## src/rtl/nest_counter_gen_pkg.sv

```systemverilog
// Shared definitions for the nested loop counter: FSM encoding and the
// offset helper used to slice the packed per-level buses.
package nest_counter_gen_pkg;

    typedef enum logic {
        IDLE = 1'b0,
        RUN  = 1'b1
    } state_t;

    // Lowest bit of level `level` inside a packed bus of `width`-bit fields.
    function automatic int slice_lsb(input int level, input int width);
        return level * width;
    endfunction

endpackage

```

## src/rtl/nest_counter_gen_level.sv

```systemverilog
// One loop level: trip counter, wrap compare and the address register that
// remembers where this level's current iteration started.
module nest_level
    import nest_counter_gen_pkg::*;
#(
    parameter int CW = 16,
    parameter int AW = 32
) (
    input  logic          clk,
    input  logic          rst,
    input  logic          load,
    input  logic          adv,
    input  logic          clr,
    input  logic          carry_in,
    input  logic [CW-1:0] max_in,
    input  logic [AW-1:0] stride_in,
    input  logic [AW-1:0] base_in,
    input  logic [AW-1:0] addr_above,
    output logic          carry_out,
    output logic [CW-1:0] cnt,
    output logic [AW-1:0] lvl_addr,
    output logic [AW-1:0] addr_below
);

    logic [CW-1:0] max_r;
    logic [AW-1:0] stride_r;
    logic          at_last;
    logic          is_step;

    assign at_last   = (cnt == (max_r - CW'(1)));
    assign is_step   = carry_in & ~at_last;
    assign carry_out = carry_in & at_last;

    // The stepping level produces the new address; every wrapping level
    // below it restarts from that same value.
    assign addr_below = is_step ? (lvl_addr + stride_r) : addr_above;

    always_ff @(posedge clk or posedge rst) begin
        if (rst) begin
            max_r    <= '0;
            stride_r <= '0;
            cnt      <= '0;
            lvl_addr <= '0;
        end else if (load) begin
            // A zero bound behaves as a single-iteration level.
            max_r    <= (max_in == '0) ? CW'(1) : max_in;
            stride_r <= stride_in;
            cnt      <= '0;
            lvl_addr <= base_in;
        end else if (clr) begin
            cnt <= '0;
        end else if (adv && carry_in) begin
            cnt      <= at_last ? '0 : (cnt + CW'(1));
            lvl_addr <= addr_below;
        end
    end

endmodule

```

## src/rtl/nest_counter_gen.sv

```systemverilog
// Runtime-configurable nested loop counter with address generation.
// Handshake: a tuple is consumed on every cycle where valid && ena.
module nest_counter_gen
    import nest_counter_gen_pkg::*;
#(
    parameter int NEST = 4,
    parameter int CW   = 16,
    parameter int AW   = 32
) (
    input  logic               clk,
    input  logic               rst,
    input  logic               start,
    input  logic [NEST*CW-1:0] cfg_max,
    input  logic [NEST*AW-1:0] cfg_stride,
    input  logic [AW-1:0]      cfg_base,
    input  logic               ena,
    output logic               valid,
    output logic [NEST*CW-1:0] cnt,
    output logic [AW-1:0]      addr,
    output logic [NEST-1:0]    last,
    output logic               busy,
    output logic               done,
    output logic               cfg_err
);

    state_t state, state_n;
    logic   done_n, err_n;
    logic   accept, step, adv, final_step, any_zero;

    logic [NEST:0]   carry;
    logic [AW-1:0]   addr_chain [NEST+1];
    logic [AW-1:0]   lvl_addr   [NEST];

    assign valid      = (state == RUN);
    assign busy       = valid;
    assign accept     = (state == IDLE) && start;
    assign step       = valid && ena;
    assign final_step = step && carry[NEST];
    assign adv        = step && !carry[NEST];

    assign carry[0]         = 1'b1;
    assign addr_chain[NEST] = '0;
    assign addr             = lvl_addr[0];
    assign last             = valid ? carry[NEST:1] : '0;

    always_comb begin
        any_zero = 1'b0;
        for (int i = 0; i < NEST; i++) begin
            if (cfg_max[slice_lsb(i, CW) +: CW] == '0) any_zero = 1'b1;
        end
    end

    genvar g;
    for (g = 0; g < NEST; g++) begin : g_level
        nest_level #(.CW(CW), .AW(AW)) u_level (
            .clk        (clk),
            .rst        (rst),
            .load       (accept),
            .adv        (adv),
            .clr        (final_step),
            .carry_in   (carry[g]),
            .max_in     (cfg_max[slice_lsb(g, CW) +: CW]),
            .stride_in  (cfg_stride[slice_lsb(g, AW) +: AW]),
            .base_in    (cfg_base),
            .addr_above (addr_chain[g+1]),
            .carry_out  (carry[g+1]),
            .cnt        (cnt[slice_lsb(g, CW) +: CW]),
            .lvl_addr   (lvl_addr[g]),
            .addr_below (addr_chain[g])
        );
    end

    always_comb begin
        state_n = state;
        done_n  = 1'b0;
        err_n   = cfg_err;
        case (state)
            IDLE: begin
                if (start) begin
                    state_n = RUN;
                    err_n   = any_zero;
                end
            end
            RUN: begin
                if (final_step) begin
                    state_n = IDLE;
                    done_n  = 1'b1;
                end
            end
            default: state_n = IDLE;
        endcase
    end

    always_ff @(posedge clk or posedge rst) begin
        if (rst) begin
            state   <= IDLE;
            done    <= 1'b0;
            cfg_err <= 1'b0;
        end else begin
            state   <= state_n;
            done    <= done_n;
            cfg_err <= err_n;
        end
    end

endmodule

```

## config.mk

```make
export PLATFORM = sky130hd
export DESIGN_NAME = nest_counter_gen
export DESIGN_NICKNAME = d
export VERILOG_FILES = /design/src/rtl/nest_counter_gen_pkg.sv /design/src/rtl/nest_counter_gen_level.sv /design/src/rtl/nest_counter_gen.sv
export SDC_FILE = /design/constraint.sdc
export NUM_CORES = 1
export LEC_CHECK = 0
export BUFFER_PORTS_ARGS = -buffer_cell sky130_fd_sc_hd__buf_2
export CAP_MARGIN = 30
export CORE_ASPECT_RATIO = 2
export CORE_MARGIN = 4
export CORE_UTILIZATION = 45
export DETAILED_ROUTE_END_ITERATION = 6
export GPL_ROUTABILITY_DRIVEN = 0
export PLACE_DENSITY_LB_ADDON = 0.25
export SLEW_MARGIN = 30
export SYNTH_ARGS = -nofsm -noshare
export SYNTH_HDL_FRONTEND = slang
export SYNTH_SLANG_ARGS = --single-unit
```

## constraint.sdc

```tcl
create_clock -name clk -period 18.3 [get_ports clk]
set_clock_uncertainty 0.15 [all_clocks]
set_input_delay 4.575 -clock clk [delete_from_list [all_inputs] [get_ports clk]]
set_output_delay 4.575 -clock clk [all_outputs]
set_load 0.02 [all_outputs]
```

==> results_dict.tcl, run 1 <==
set metrics [dict create \
    cts_tree "yes" \
    crit_fanout 10 \
    max-cap-violations 0 \
    row_count 123 \
    drtPass1Iterations 6 \
    required_ns 13.58 \
    drt-wirelength-per-cell_um 22.7 \
    synth_enable_flop_cells 0 \
    drv_slew 0 \
    critical_path_class "reg2out" \
    drc 0 \
    top_usage_layer "met2" \
    cp.arrival_ns 4.18 \
    whs_ns 0.332 \
    hold_buffers 0 \
    synth_cell_type_count 95 \
    nets 3718 \
    grt_pass1_vias 24500 \
    endpoint_kind "primary output" \
    cp_slowest_stage_delay_ns 0.61 \
    finalSetupViolations 0 \
    grt.total_usage 0.297 \
    path_clk_slew_ns 0.07 \
    root_buffer "clkbuf_16" \
    placedCellCount 4062 \
    clkLatencyLatePin_ns 0.58 \
    synth.avg_cell_area_sq_um 8.34 \
    synth-main-ff-cell "dfrtp_1" \
    area_delta_synth_final_pct 14.4 \
    antenna_found_initial 1 \
    vdd_drop_max_mv 0.0669 \
    path_delay_family "simple AND/OR/NAND/NOR gates" \
    holdCritPathClass "reg2reg" \
    ios 332 \
    grt_pass1_wl_um 141000 \
    via_per_inst 5.95 \
    die-area_sq_mm 0.0613 \
    p_leak_uw 0.0142 \
    syn_inst 3084 \
    layout_min_cycle_time_ns 8.91 \
    power_density_mw_per_mm2 105 \
    start_kind "flip-flop" \
    vias 24600 \
    use_met3 0.0357 \
    core_area_sq_mm 0.0565 \
    start_util 0.455 \
    io_buffers 331 \
    routed_wl_um 94000 \
    die_h_um 346 \
    layout-drive-gt1-share 0.142 \
    slew_headroom 0.303 \
    rsz0062_at_grt "no" \
    worstMarginPinSlew_ns 1.04 \
    ctsResizeCount 0 \
    drt_iter0_markers 1740 \
    dpl.hpwl_um 72600 \
    clkSinkCount 387 \
    dieWidth_um 177 \
    fmax_mhz 112 \
    rrSetupSlack_ns 13.21 \
    final_cells 4135 \
    finalCritPeriodShare 0.487 \
    grt_util_met1 0.302 \
    grt_max_degree 152 \
    fin_setup_tns_ns 0 \
    grt-ovfl-total 0 \
    numCtsBuffers 40 \
    path_cells "inv_1, ha_1, or4b_1, nor2_1, mux2_2, nor4_1, nand3_1, nor3_2, nand2_1, nor2b_1, buf_2" \
    status "completed" \
    synthArstFlopShare 1.00 \
    cts.path.max_buffers 3 \
    ant_nets 0 \
    yosys_warnings 0 \
    critPathBufInv 2 \
    seq_area_frac_synth 0.376 \
    hold_violations 0 \
    cts_setup_buffers 0 \
    crit_slowest_cell "or4b_1" \
    ys_seq_elements 387 \
    grt_use_met2 0.546 \
    ctsHtreeMaxLevel 2 \
    synthesis.area_sq_mm 0.0257 \
    synth_nets 3448 \
]
==> placed cells by master, fill, tap and decap left out, types with 67 or more instances in the layout <==
cell	instances
dfrtp_1	387
xnor2_1	105
a21oi_1	148
buf_2	331
o21ai_0	209
nand3_1	80
nand2_1	689
a21o_1	67
ha_1	132
xor2_1	91
nor2_1	196
==> metrics by stage <==
step                      setup WS, ns  utilization  area (sq um)  power [uW]
after global routing              8.97        0.521         29400        3270
after floorplan                   2.82            -         25700        1880
after CTS                         9.38        0.521         29400        3110
after global placement           10.11        0.496         28000        2220
after detailed placement          9.98        0.497         28100        2230
final                             9.39        0.521         29400        3100
==> tightest hold or removal path, delay by kind of cell, from the launching register on <==
| kind | cells | cell delay, ns |
|---|---|---|
| DFF | 1 | 0.35 |
| and+or+nand+nor | 2 | 0.10 |
==> cells by family (layout without fill, tap and decap cells) <==
| kind of cell | after synthesis | in the layout | synth area share |
|---|---|---|---|
| AO/OA/AOI/OAI | 800 | 800 | 0.205 |
| XOR/XNOR | 197 | 197 | 0.0676 |
| adder cells (fa/ha/maj) | 136 | 136 | 0.0673 |
| buffers and inverters | 188 | 488 | 0.0289 |
| flip-flops | 387 | 387 | 0.376 |
| multiplexers | 31 | 31 | 0.0123 |
| other | 0 | 1 | 0 |
| AND/OR/NAND/NOR | 1345 | 1345 | 0.242 |
==> final cells by class <==
cell class              count  area, sq um
diodes                      1         2.50
clock buffers              53         1120
clock inverters            19          226
fillers                  5543        27100
inverters                  58          225
multi-input cells        2509        15300
flip-flops and latches    387         9680
well taps                 750          938
repair buffers            358         1870
==> where the power goes <==
group | leakage, uW | switching, uW | internal, uW
registers | 0.00491 | 142 | 982
clock network | 0.000651 | 378 | 490
logic | 0.00868 | 658 | 445
==> Yosys cell counts, drive strengths merged (23+ instances only) <==
cell type	number	area, sq um
dfrtp	387	9680
nand2b	29	181
nand2	692	2600
nor4	43	318
o21a	26	195
a31oi	60	375
o21ai	224	1120
a211oi	23	173
ha	132	1650
inv	58	218
buf	30	151
nand4	46	288
nor3	54	292
xnor2	105	920
and2	24	150
a21o	67	503
mux2i	26	260
xor2	91	797
or3	24	150
a21oi	149	749
clkbuf	100	375
nand3	81	410
nor2	203	774
and3	54	338
==> flip-flops by register name (all words and copies together), names as in the netlist <==
signal and count:
g_level.u_level.stride_r 128, g_level.u_level.cnt 64, g_level.u_level.lvl_addr 128, busy 1, cfg_err 1, g_level.u_level.max_r 64
done 1
==> per-layer routing <==
metal  part of all wire  vias up
met5                  0        -
met4              0.091        0
met3              0.055      332
met2               0.52      946
met1               0.33    11700
li1                   -    11600
==> worst paths after layout <==
kind,from,to,cells past startpoint
worst max-delay path,g_level[2].u_level.max_r[0],last[3],11
worst min-delay path,g_level[0].u_level.stride_r[2],g_level[0].u_level.stride_r[2],2
worst max register to register,g_level[2].u_level.max_r[0],g_level[1].u_level.lvl_addr[19],12
worst min register to register,g_level[0].u_level.stride_r[2],g_level[0].u_level.stride_r[2],2
max in group asynchronous,rst,g_level[1].u_level.stride_r[27],4
min in group asynchronous,rst,g_level[1].u_level.max_r[15],2
Note: power is estimated with default switching activity, not from simulation.
==> inputs of run 2 (changes only) <==
==> constraint.sdc (replaced) <==
create_clock -name clk -period 7.6 [get_ports clk]
set_clock_uncertainty 0.15 [all_clocks]
set_input_delay 1.9 -clock clk [delete_from_list [all_inputs] [get_ports clk]]
set_output_delay 1.9 -clock clk [all_outputs]
set_load 0.02 [all_outputs]
==> run 2 against run 1 <==
Against the previous run: the run now ends with DRC left; clock power is 130% higher; largest power group unchanged; flip-flop and latch count did not move; die area unchanged; combinational power rose by 140%; final area grew 0.15%; sequential power is 140% higher; worst hold slack improved by 0.0026 ns; first-iteration DRC count up 1.7%; cell count is 0.12% higher.
==> results_dict.tcl, run 2 (synthesized netlist as in run 1, its figures left out) <==
set metrics [dict create \
    root_buffer "clkbuf_16" \
    grt_pass1_wl_um 140000 \
    dieWidth_um 177 \
    grt-ovfl-total 0 \
    place_ws_ns 1.92 \
    hold_violations 0 \
    row_count 123 \
    ctsHtreeMaxLevel 2 \
    slew_headroom 0.349 \
    p_leak_uw 0.0143 \
    cp.arrival_ns 4.12 \
    nets 3722 \
    crit_fanout 7 \
    required_ns 5.55 \
    path_delay_family "simple AND/OR/NAND/NOR gates" \
    drc 1 \
    numCtsBuffers 39 \
    path_cells "inv_1, ha_1, or4b_1, a2111oi_0, o21a_1, o221ai_1, or2_2, or2_0, nor3_1, nor2b_1, buf_2" \
    area_delta_synth_final_pct 14.5 \
    register_area_sq_mm 0.00968 \
    whs_ns 0.334 \
    layout-drive-gt1-share 0.143 \
    cp_slowest_stage_delay_ns 0.64 \
    critPathBufInv 2 \
    nFillCells 5600 \
    cts.path.max_buffers 3 \
    routed_wl_um 93500 \
    via_per_inst 5.99 \
    fmax_mhz 162 \
    ctsResizeCount 0 \
    start_kind "flip-flop" \
    drv_slew 0 \
    max-cap-violations 0 \
    ios 332 \
    holdCritPathClass "reg2reg" \
    drt_iter0_markers 1769 \
    core_area_sq_mm 0.0565 \
    start_util 0.455 \
    grt.total_usage 0.295 \
    layout_min_cycle_time_ns 6.17 \
    cts_tree "yes" \
    violations "DRC" \
    drt-wirelength-per-cell_um 22.6 \
    die_h_um 346 \
    vias 24800 \
    crit_slowest_cell "or4b_1" \
    grt_max_degree 163 \
    top_regs "g_level.u_level.lvl_addr (128), g_level.u_level.stride_r (128)" \
    cts_setup_buffers 0 \
    multi_input_area_sq_mm 0.0153 \
    drtPass1Iterations 7 \
    endpoint_kind "primary output" \
    layout_commonest_cell "nand2_1" \
    vdd_drop_max_mv 0.164 \
    fin_setup_tns_ns 0 \
    dpl.hpwl_um 72200 \
    ant_nets 0 \
    die-area_sq_mm 0.0613 \
    finalCritPeriodShare 0.812 \
    mostFrequentLayoutCells "nand2_1, dfrtp_1, buf_2" \
    grt_pass1_vias 24600 \
    clkSinkCount 387 \
    finalSetupViolations 0 \
    antenna_found_initial 3 \
    status "finished with violations" \
    critical_path_class "reg2out" \
    postLayoutSetupSlackWorst_ns 1.43 \
    path_clk_slew_ns 0.07 \
    power_uw 7410 \
    hold_buffers 0 \
    worstMarginPinSlew_ns 0.977 \
    io_buffers 331 \
    clkLatencyLatePin_ns 0.56 \
    rsz0062_at_grt "no" \
    power_density_mw_per_mm2 251 \
]
==> run 2: area by class of cell <==
| type | instances | share of cell area |
|---|---|---|
| repair buffers | 363 | 0.0663 |
| inverters | 58 | 0.00752 |
| clock inverters | 18 | 0.00629 |
| diodes | 3 | 0.000255 |
| well taps | 750 | 0.0318 |
| flip-flops and latches | 387 | 0.329 |
| clock buffers | 52 | 0.0383 |
| multi-input cells | 2509 | 0.521 |
==> run 2: through the flow <==
stage	std cells	instance area (sq um)	utilization
after global routing	4139	29500	0.522
after floorplan	3084	25700	-
after detailed placement	4065	28100	0.497
after CTS	4135	29400	0.520
after global placement	4065	28100	0.497
final	4140	29500	0.522
==> run 2: per-layer routing <==
metal / global-route usage / up-vias / wire length (um)
li1: - / 11600 / -
met1: 0.303 / 11900 / 31500
met2: 0.541 / 941 / 48500
met3: 0.0380 / 324 / 5210
met4: 0.213 / 2 / 8310
met5: 0 / - / 7
==> run 2: path summary, 6_finish.rpt <==
path | startpoint | end | slack (ns) | cells after the start
setup / recovery | g_level[1].u_level.max_r[0] | last[3] | 1.43 | 11
hold / removal | g_level[0].u_level.stride_r[2] | g_level[0].u_level.stride_r[2] | 0.33 | 2
setup reg to reg | g_level[1].u_level.max_r[0] | g_level[2].u_level.lvl_addr[22] | 2.38 | 13
hold reg to reg | g_level[0].u_level.stride_r[2] | g_level[0].u_level.stride_r[2] | 0.33 | 2
max in group asynchronous | rst | g_level[1].u_level.lvl_addr[7] | 4.61 | 4
min in group asynchronous | rst | g_level[1].u_level.cnt[14] | 1.33 | 2
==> run 2: tightest hold or removal path: cells and delay by family, from the launching register on <==
family	cells	cell delay, ns
and+or+nand+nor	2	0.10
DFF	1	0.35
==> run 2: report_power, final <==
part	switching, uW	total [uW]	internal, uW	leakage, uW
Clock	890	2040	1150	0.000637
Sequential	344	2710	2370	0.00491
Combinational	1580	2650	1080	0.00871
Total	2810	7410	4590	0.0143
